===== src/rtl/mem_copy_master_pkg.sv =====
// Shared definitions for the picorv32-side copy/fill bus master:
// FSM states, write-strobe encodings, mode encodings and address helpers.
package mem_copy_master_pkg;

    typedef enum logic [1:0] {
        ST_IDLE  = 2'd0,
        ST_READ  = 2'd1,
        ST_WRITE = 2'd2,
        ST_DONE  = 2'd3
    } state_t;

    localparam logic [3:0]  WSTRB_READ = 4'h0;
    localparam logic [3:0]  WSTRB_WORD = 4'hF;

    localparam logic        MODE_COPY  = 1'b0;
    localparam logic        MODE_FILL  = 1'b1;

    localparam logic [31:0] WORD_BYTES = 32'd4;

    function automatic logic [31:0] word_align(input logic [31:0] addr);
        return addr & ~32'h3;
    endfunction

endpackage


===== src/rtl/mem_copy_timeout.sv =====
// Per-transaction wait counter: counts cycles a request waits for mem_ready
// and flags the cycle in which the TIMEOUT-th wait is reached (never when TIMEOUT=0).
module mem_copy_timeout #(
    parameter int TIMEOUT = 0
) (
    input  logic clk,
    input  logic resetn,
    input  logic i_clear,
    input  logic i_enable,
    output logic o_expired
);

    localparam int CNT_W = (TIMEOUT > 2) ? $clog2(TIMEOUT) : 1;
    localparam logic [CNT_W-1:0] LAST = CNT_W'((TIMEOUT > 0) ? TIMEOUT - 1 : 0);

    logic [CNT_W-1:0] r_count;

    always_ff @(posedge clk) begin
        if (!resetn || i_clear) begin
            r_count <= '0;
        end else if (i_enable) begin
            r_count <= r_count + CNT_W'(1);
        end
    end

    // r_count holds the waits already seen, so this cycle is wait number LAST+1.
    assign o_expired = (TIMEOUT > 0) && i_enable && (r_count == LAST);

endmodule


===== src/rtl/mem_copy_master.sv =====
// Bus initiator on the picorv32 native memory interface: word-wise copy
// (read then write per word) or word fill of a region, with optional timeout.
module mem_copy_master
    import mem_copy_master_pkg::*;
#(
    parameter int LEN_WIDTH = 16,
    parameter int TIMEOUT   = 0
) (
    input  logic                 clk,
    input  logic                 resetn,
    input  logic                 i_start,
    input  logic                 i_mode,
    input  logic [31:0]          i_src_addr,
    input  logic [31:0]          i_dst_addr,
    input  logic [LEN_WIDTH-1:0] i_len_words,
    input  logic [31:0]          i_fill_value,
    output logic                 o_busy,
    output logic                 o_done,
    output logic                 o_error,
    output logic [LEN_WIDTH-1:0] o_words_done,
    output logic                 o_mem_valid,
    output logic                 o_mem_instr,
    input  logic                 i_mem_ready,
    output logic [31:0]          o_mem_addr,
    output logic [31:0]          o_mem_wdata,
    output logic [3:0]           o_mem_wstrb,
    input  logic [31:0]          i_mem_rdata,
    output state_t               o_dbg_state
);

    // Handshake: a transaction completes on a rising edge where mem_valid && mem_ready.
    // While mem_valid waits for mem_ready, addr/wdata/wstrb hold; mem_valid only
    // drops without a handshake on timeout abort or reset.

    state_t               r_state;
    logic [31:0]          r_src;
    logic [31:0]          r_dst;
    logic [LEN_WIDTH-1:0] r_len;
    logic                 r_mode;
    logic                 r_busy;
    logic                 r_done;
    logic                 r_error;
    logic [LEN_WIDTH-1:0] r_words_done;
    logic                 r_mem_valid;
    logic [31:0]          r_mem_addr;
    logic [31:0]          r_mem_wdata;
    logic [3:0]           r_mem_wstrb;

    logic                 w_handshake;
    logic                 w_wait;
    logic                 w_tmo_clear;
    logic                 w_expired;
    logic [LEN_WIDTH-1:0] w_words_next;

    assign w_handshake  = r_mem_valid && i_mem_ready;
    assign w_wait       = r_mem_valid && !i_mem_ready;
    assign w_tmo_clear  = !r_mem_valid || w_handshake;
    assign w_words_next = r_words_done + LEN_WIDTH'(1);

    mem_copy_timeout #(
        .TIMEOUT (TIMEOUT)
    ) u_timeout (
        .clk       (clk),
        .resetn    (resetn),
        .i_clear   (w_tmo_clear),
        .i_enable  (w_wait),
        .o_expired (w_expired)
    );

    always_ff @(posedge clk) begin
        if (!resetn) begin
            r_state      <= ST_IDLE;
            r_src        <= '0;
            r_dst        <= '0;
            r_len        <= '0;
            r_mode       <= MODE_COPY;
            r_busy       <= 1'b0;
            r_done       <= 1'b0;
            r_error      <= 1'b0;
            r_words_done <= '0;
            r_mem_valid  <= 1'b0;
            r_mem_addr   <= '0;
            r_mem_wdata  <= '0;
            r_mem_wstrb  <= WSTRB_READ;
        end else begin
            r_done <= 1'b0;
            if (w_expired) begin
                r_state     <= ST_DONE;
                r_busy      <= 1'b0;
                r_done      <= 1'b1;
                r_error     <= 1'b1;
                r_mem_valid <= 1'b0;
                r_mem_wstrb <= WSTRB_READ;
            end else begin
                case (r_state)
                    ST_IDLE: begin
                        if (i_start) begin
                            r_src        <= word_align(i_src_addr);
                            r_dst        <= word_align(i_dst_addr);
                            r_len        <= i_len_words;
                            r_mode       <= i_mode;
                            r_error      <= 1'b0;
                            r_words_done <= '0;
                            // wdata doubles as the fill-value latch and the copy data register.
                            r_mem_wdata  <= i_fill_value;
                            if (i_len_words == '0) begin
                                r_state <= ST_DONE;
                                r_done  <= 1'b1;
                            end else if (i_mode == MODE_COPY) begin
                                r_state     <= ST_READ;
                                r_busy      <= 1'b1;
                                r_mem_valid <= 1'b1;
                                r_mem_addr  <= word_align(i_src_addr);
                                r_mem_wstrb <= WSTRB_READ;
                            end else begin
                                r_state     <= ST_WRITE;
                                r_busy      <= 1'b1;
                                r_mem_valid <= 1'b1;
                                r_mem_addr  <= word_align(i_dst_addr);
                                r_mem_wstrb <= WSTRB_WORD;
                            end
                        end
                    end
                    ST_READ: begin
                        if (w_handshake) begin
                            r_src       <= r_src + WORD_BYTES;
                            r_mem_wdata <= i_mem_rdata;
                            r_mem_addr  <= r_dst;
                            r_mem_wstrb <= WSTRB_WORD;
                            r_state     <= ST_WRITE;
                        end
                    end
                    ST_WRITE: begin
                        if (w_handshake) begin
                            r_dst        <= r_dst + WORD_BYTES;
                            r_words_done <= w_words_next;
                            if (w_words_next == r_len) begin
                                r_state     <= ST_DONE;
                                r_busy      <= 1'b0;
                                r_done      <= 1'b1;
                                r_mem_valid <= 1'b0;
                                r_mem_wstrb <= WSTRB_READ;
                            end else if (r_mode == MODE_COPY) begin
                                r_state     <= ST_READ;
                                r_mem_addr  <= r_src;
                                r_mem_wstrb <= WSTRB_READ;
                            end else begin
                                r_mem_addr <= r_dst + WORD_BYTES;
                            end
                        end
                    end
                    ST_DONE: begin
                        r_state <= ST_IDLE;
                    end
                    default: begin
                        r_state <= ST_IDLE;
                    end
                endcase
            end
        end
    end

    assign o_busy       = r_busy;
    assign o_done       = r_done;
    assign o_error      = r_error;
    assign o_words_done = r_words_done;
    assign o_mem_valid  = r_mem_valid;
    assign o_mem_instr  = 1'b0;
    assign o_mem_addr   = r_mem_addr;
    assign o_mem_wdata  = r_mem_wdata;
    assign o_mem_wstrb  = r_mem_wstrb;
    assign o_dbg_state  = r_state;

endmodule


===== config.mk =====
export PLATFORM = sky130hd
export DESIGN_NAME = mem_copy_master
export DESIGN_NICKNAME = d
export VERILOG_FILES = /design/src/rtl/mem_copy_master_pkg.sv /design/src/rtl/mem_copy_timeout.sv /design/src/rtl/mem_copy_master.sv
export SDC_FILE = /design/constraint.sdc
export NUM_CORES = 1
export LEC_CHECK = 0
export ABC_AREA = 0
export CAP_MARGIN = 20
export CELL_PAD_IN_SITES_DETAIL_PLACEMENT = 1
export CELL_PAD_IN_SITES_GLOBAL_PLACEMENT = 1
export CORE_MARGIN = 2
export CORE_UTILIZATION = 39
export DETAILED_ROUTE_END_ITERATION = 10
export MAX_ROUTING_LAYER = met4
export PLACE_DENSITY_LB_ADDON = 0.2
export SYNTH_ARGS = -nofsm -noshare
export SYNTH_HDL_FRONTEND = slang
export SYNTH_SLANG_ARGS = --single-unit
export TNS_END_PERCENT = 30

===== constraint.sdc =====
create_clock -name clk -period 6.08 [get_ports clk]
set_clock_uncertainty 0.1 [all_clocks]
set_input_delay 0.608 -clock clk [delete_from_list [all_inputs] [get_ports clk]]
set_output_delay 0.608 -clock clk [all_outputs]
set_load 0.05 [all_outputs]

### Word-level counts from Yosys, hierarchy flattened

Cells that the tools add are included.

| cells by class | value |
|---|---|
| div/mod/pow operators | 0 |
| bitwise gates (word level) | 0 |
| $lt $le $gt $ge | 0 |
| shift-type cells | 0 |
| muxes and demuxes | 46 |
| equal/unequal tests | 11 |
| $add $sub $neg | 3 |
| multiply operators | 0 |
| reductions and logical operators | 13 |

Operators with widths:

| cell | number |
|---|---|
| 2-to-1 mux 32 bit | 13 |
| one-hot mux 32 bit (2 select lines) | 3 |
| one-hot mux 32 bit (3 select lines) | 1 |
| adder 32 x 3 -> 32 bit, second input constant | 2 |
| 2-to-1 mux 16 bit | 2 |
| one-hot mux 16 bit (2 select lines) | 1 |
| 2-to-1 mux 4 bit | 7 |
| adder 16 x 1 -> 16 bit, second input constant | 1 |
| equality test 16 bit | 1 |
| zero test 16 bit | 1 |
| 2-to-1 mux 2 bit | 7 |
| inequality test 2 bit, second input constant | 6 |
| one-hot mux 4 bit (3 select lines) | 1 |
| AND reduction 6 bit | 2 |
| 2-to-1 mux 1 bit | 8 |
| one-hot mux 2 bit (4 select lines) | 1 |
| AND reduction 3 bit | 2 |
| AND reduction 5 bit | 1 |
| equality test 2 bit, second input constant | 2 |
| one-hot mux 1 bit (2 select lines) | 2 |
| AND reduction 4 bit | 1 |
| nonzero test 2 bit | 2 |
| inequality test 3 bit, second input constant | 1 |
| nonzero test 3 bit | 1 |
| other kinds (4) | 4 |

| storage, ports and cells | value |
|---|---|
| RAM bits | 0 |
| output and inout port bits | 91 |
| input bits | 149 |
| memories kept | 0 |
| ROM bits | 0 |
| latch bits | 0 |
| bits in registers | 169 |

### Longest topological paths before layout

| logic depth | value |
|---|---|
| word-level depth | 5 |
| depth in mapped cells | 13 |

### By module

From an unflattened synthesis, not the netlist that was laid out.

| unflattened totals | value |
|---|---|
| cells, all modules | 1314 |
| area total of the unflattened synthesis | 9746.8 um^2 |

Modules (own cells, without submodules):

| module | area an instance (um^2) | seq. area each (um^2) | instances | cells an instance |
|---|---|---|---|---|
| mem_copy_master | 9735.6 | 3243.1 | 1 | 1312 |
| mem_copy_timeout | 11.3 | 0.0 | 1 | 2 |

### Least setup slack after synthesis

No wires, ideal clock.

| timing | value |
|---|---|
| path kind | reg2reg |
| from | register r_state[1] (netlist: o_dbg_state[1]) |
| to | register r_mem_addr[1] (netlist: o_mem_addr[1]) |
| arrival | 2829 ps |
| required time | 5864 ps |
| cell stages (with the launch flop) | 14 |
| slack | 3035 ps |
| cells stage by stage | dfxtp_1 inv_1 ha_1 clkbuf_1 clkinv_1 nand2_1 a21oi_1 nand2_1 or2_2 buf_1 or2_1 buf_4 buf_6 and3_1 |

| on the way | value |
|---|---|
| word-level cells in the longest chain between the ends | 3 |

RTL lines:

| item | line | text |
|---|---|---|
| start: declaration | mem_copy_master.sv:35 | `state_t r_state;` |
| start signal: assignment | mem_copy_master.sv:72 | `r_state <= ST_IDLE;` |
| start signal: assignment | mem_copy_master.sv:88 | `r_state <= ST_DONE;` |
| start signal: assignment | mem_copy_master.sv:107 | `r_state <= ST_DONE;` |
| equality test 2 bit (tied with other cells) | mem_copy_master.sv:95 | `case (r_state)` |
| inequality test 2 bit (no source line) / nonzero test 3 bit (equally long branches) | - |  |
| AND reduction 6 bit (no source line) | - |  |
| end signal: assignment | mem_copy_master.sv:113 | `r_mem_addr <= word_align(i_src_addr);` |
| end signal: assignment | mem_copy_master.sv:119 | `r_mem_addr <= word_align(i_dst_addr);` |
| end signal: assignment | mem_copy_master.sv:128 | `r_mem_addr <= r_dst;` |
| end: declaration | mem_copy_master.sv:45 | `logic [31:0] r_mem_addr;` |

Parallel ways exist; a longest one is shown, timed or not.
A chain may end at the register's enable or synchronous reset.

### Worst setup path after layout

| timing | value |
|---|---|
| from | register r_state[1] (netlist: o_dbg_state[1]) |
| to | register r_mem_addr[7] (netlist: o_mem_addr[7]) |

Same word-level chain as after synthesis.

==> flow_summary.json <==
{
  "status": "finished clean",
  "core_sq_um": 25330,
  "startpoint_type": "flip-flop",
  "layout_commonest_cell": "clkdlybuf4s50_1",
  "cts_setup_buffers": 0,
  "syn_to_final_growth_pct": 29.62,
  "antenna_found_initial": 0,
  "ir_drop_mv": 0.2675,
  "fill_cells": 3099,
  "whs_ps": 348.0,
  "globalRouteTotalUtil": 0.2807,
  "cts.sink_count": 161,
  "final_util": 0.5184,
  "drv_cap": 0,
  "p_leak_nw": 4.662,
  "grt_pass1_vias": 10710,
  "dp.final_hpwl_um": 26780,
  "max_freq_mhz": 287.7,
  "synth_cell_types": 66,
  "antenna_left": 0,
  "hp-start": "o_mem_addr[31]",
  "hold_path_class": "flip-flop to flip-flop",
  "die_w_um": 165.2,
  "drcViolationCount": 0,
  "cts_root_buffer": "clkbuf_16",
  "num_rows": 58,
  "ioPinCount": 240,
  "worst_slew_pin_slew_ps": 1032,
  "grt_pass1_wl_um": 58620,
  "powerDensity_nw_per_um2": 534.5,
  "worst_slew_margin_rel": 0.3120,
  "synth_top_area_frac": 0.3182,
  "synth_seq_cells": 161,
  "rsz0062_at_grt": "no",
  "grt_max_degree": 86,
  "start_util": 0.4000,
  "grt_overflow": 0,
  "final-max-slew-violation-count": 0,
  "min_to": "o_mem_addr[31]",
  "wl_per_cell_um": 20.53,
  "cts_tree": "done",
  "r2r_cells": 11,
  "crit_type": "flip-flop to flip-flop",
  "n_antenna_cell": 0,
  "drtIter0Drc": 796,
  "layout-drive-gt1-share": 0.05326,
  "required_ps": 6330,
  "multi_input_area_sq_um": 6264,
  "path_max_fanout": 65,
  "via_per_inst": 5.877,
  "synth_area_leaders": "dfxtp_1, mux2i_1, a21oi_1, o21ai_0, nand2_1",
  "gp_congestion": 0.8583,
  "place_ws_ps": 2429,
  "htreeDepth": 4,
  "fp.dieH_um": 165.2,
  "synthesis.area_sq_um": 10130,
  "synth-edff-count": 0,
  "cts-buffers-inserted": 17,
  "ys_seq_area_frac": 0.3182,
  "async_reset_ff_frac": 0,
  "cts.repair.resized": 0,
  "hold_buffers": 0,
  "avgSynthCellArea_sq_um": 7.492,
  "layout.nets": 1647,
  "worstReg2RegEnd": "o_mem_addr[7]",
  "clkLatencyLatePin_ps": 440,
  "finalHoldViolCount": 0,
  "end_kind": "flip-flop",
  "reg2reg_slack_ps": 2600,
  "routed-via-count": 10770,
  "ys.flop_type": "dfxtp_1",
  "tns_ps": 0,
  "final_cell_mix": "clkdlybuf4s50_1, dfxtp_1, nand2_1",
  "regArea_sq_um": 3223,
  "synth.largest_area_cell": "dfxtp_1",
  "arrival_ps": 3730,
  "cts_buffer_depth": 2,
  "wirelength_um": 37610,
  "synthCells": 1352,
  "r2r-start": "o_dbg_state[1]",
  "finalCritPeriodShare": 0.5717,
  "port_buffers": 233,
  "period_needed_ps": 3476,
  "fin_ws_ps": 2604,
  "path_clk_slew_ps": 70,
  "finalSetupViolCount": 0,
  "drtPass1Iterations": 5,
  "yosys_warnings": 0,
  "die_area_sq_um": 27280,
  "holdPathStages": 2
}
==> kinds of logic (layout without fill, tap and decap cells) <==
group / after synthesis / in the layout / synth area share
flip-flops: 161 / 161 / 0.3182
AO/OA/AOI/OAI: 389 / 389 / 0.2315
multiplexers: 92 / 92 / 0.09116
adder cells (fa/ha/maj): 8 / 8 / 0.009882
buffers and inverters: 167 / 316 / 0.06818
XOR/XNOR: 50 / 50 / 0.04323
other: 1 / 2 / 0.0003702
AND/OR/NAND/NOR: 484 / 484 / 0.2375
==> through the flow <==
step	power [mW]	cells	cell area (sq um)
2_1_floorplan	4.584	1353	10130
3_3_place_gp	5.665	1797	12460
3_5_place_dp	5.820	1797	12460
4_1_cts	6.945	1828	13060
5_1_grt	7.476	1832	13130
6_report	7.018	1832	13130
==> state kept, by name, indices dropped and copies added (netlist names) <==
signal        cells
o_mem_addr       31
o_done            1
r_len            16
r_src            30
o_mem_valid       1
o_words_done     16
r_dst            30
o_mem_wdata      32
o_mem_wstrb       1
r_mode            1
o_dbg_state       2
==> power by group <==
| group | internal (mW) | switching (mW) |
|---|---|---|
| clock network | 0.621 | 0.492 |
| registers | 1.44 | 0.364 |
| logic | 1.43 | 2.66 |
==> critical path, cell delays in order (launching register included) <==
cell,delay [ps]
dfxtp_1,340
inv_1,180
ha_4,830
clkinv_1,180
buf_4,290
nand2_1,90
a21oi_1,110
nand2_1,180
or2_2,240
or2_1,140
buf_4,410
mux2i_1,250
==> synth_stat cells, drive strengths merged, types with 20 or more instances <==
library cell,instances
nor3,29
buf,35
o21ai,110
o22ai,20
mux2i,90
xnor2,37
a211oi,50
nand4,24
nor4,23
nor2,120
clkbuf,97
a21oi,133
dfxtp,161
nand2,145
nand3,56
inv,34
and2,25
==> per-layer routing <==
metal | track usage | wire length (um) | vias up
li1 | - | - | 5126
met1 | 0.3767 | 17610 | 5291
met2 | 0.4417 | 17380 | 302
met3 | 0.04620 | 1871 | 48
met4 | 0.06838 | 752 | 0
met5 | - | 0 | -
==> worst max path at each step <==
stage	from	endpoint	slack, ps	cells after the start
after floorplan	o_dbg_state[1]	o_mem_addr[1]	3040	13
after global placement	o_dbg_state[0]	o_mem_addr[20]	2520	10
after detailed placement	o_dbg_state[0]	o_mem_addr[20]	2430	10
after CTS	o_dbg_state[0]	o_mem_addr[20]	2420	10
after global routing	o_dbg_state[1]	o_mem_addr[2]	2340	11
final	o_dbg_state[1]	o_mem_addr[7]	2600	11
==> area by class of cell <==
cell class | count | area share
Inverter | 35 | 0.01010
Clock buffer | 18 | 0.03345
Multi-Input combinational cell | 1025 | 0.4770
Sequential cell | 161 | 0.2455
Tap cell | 330 | 0.03145
Clock inverter | 13 | 0.01153
Timing Repair Buffer | 250 | 0.1910
Power figures use the tool's default switching activity.
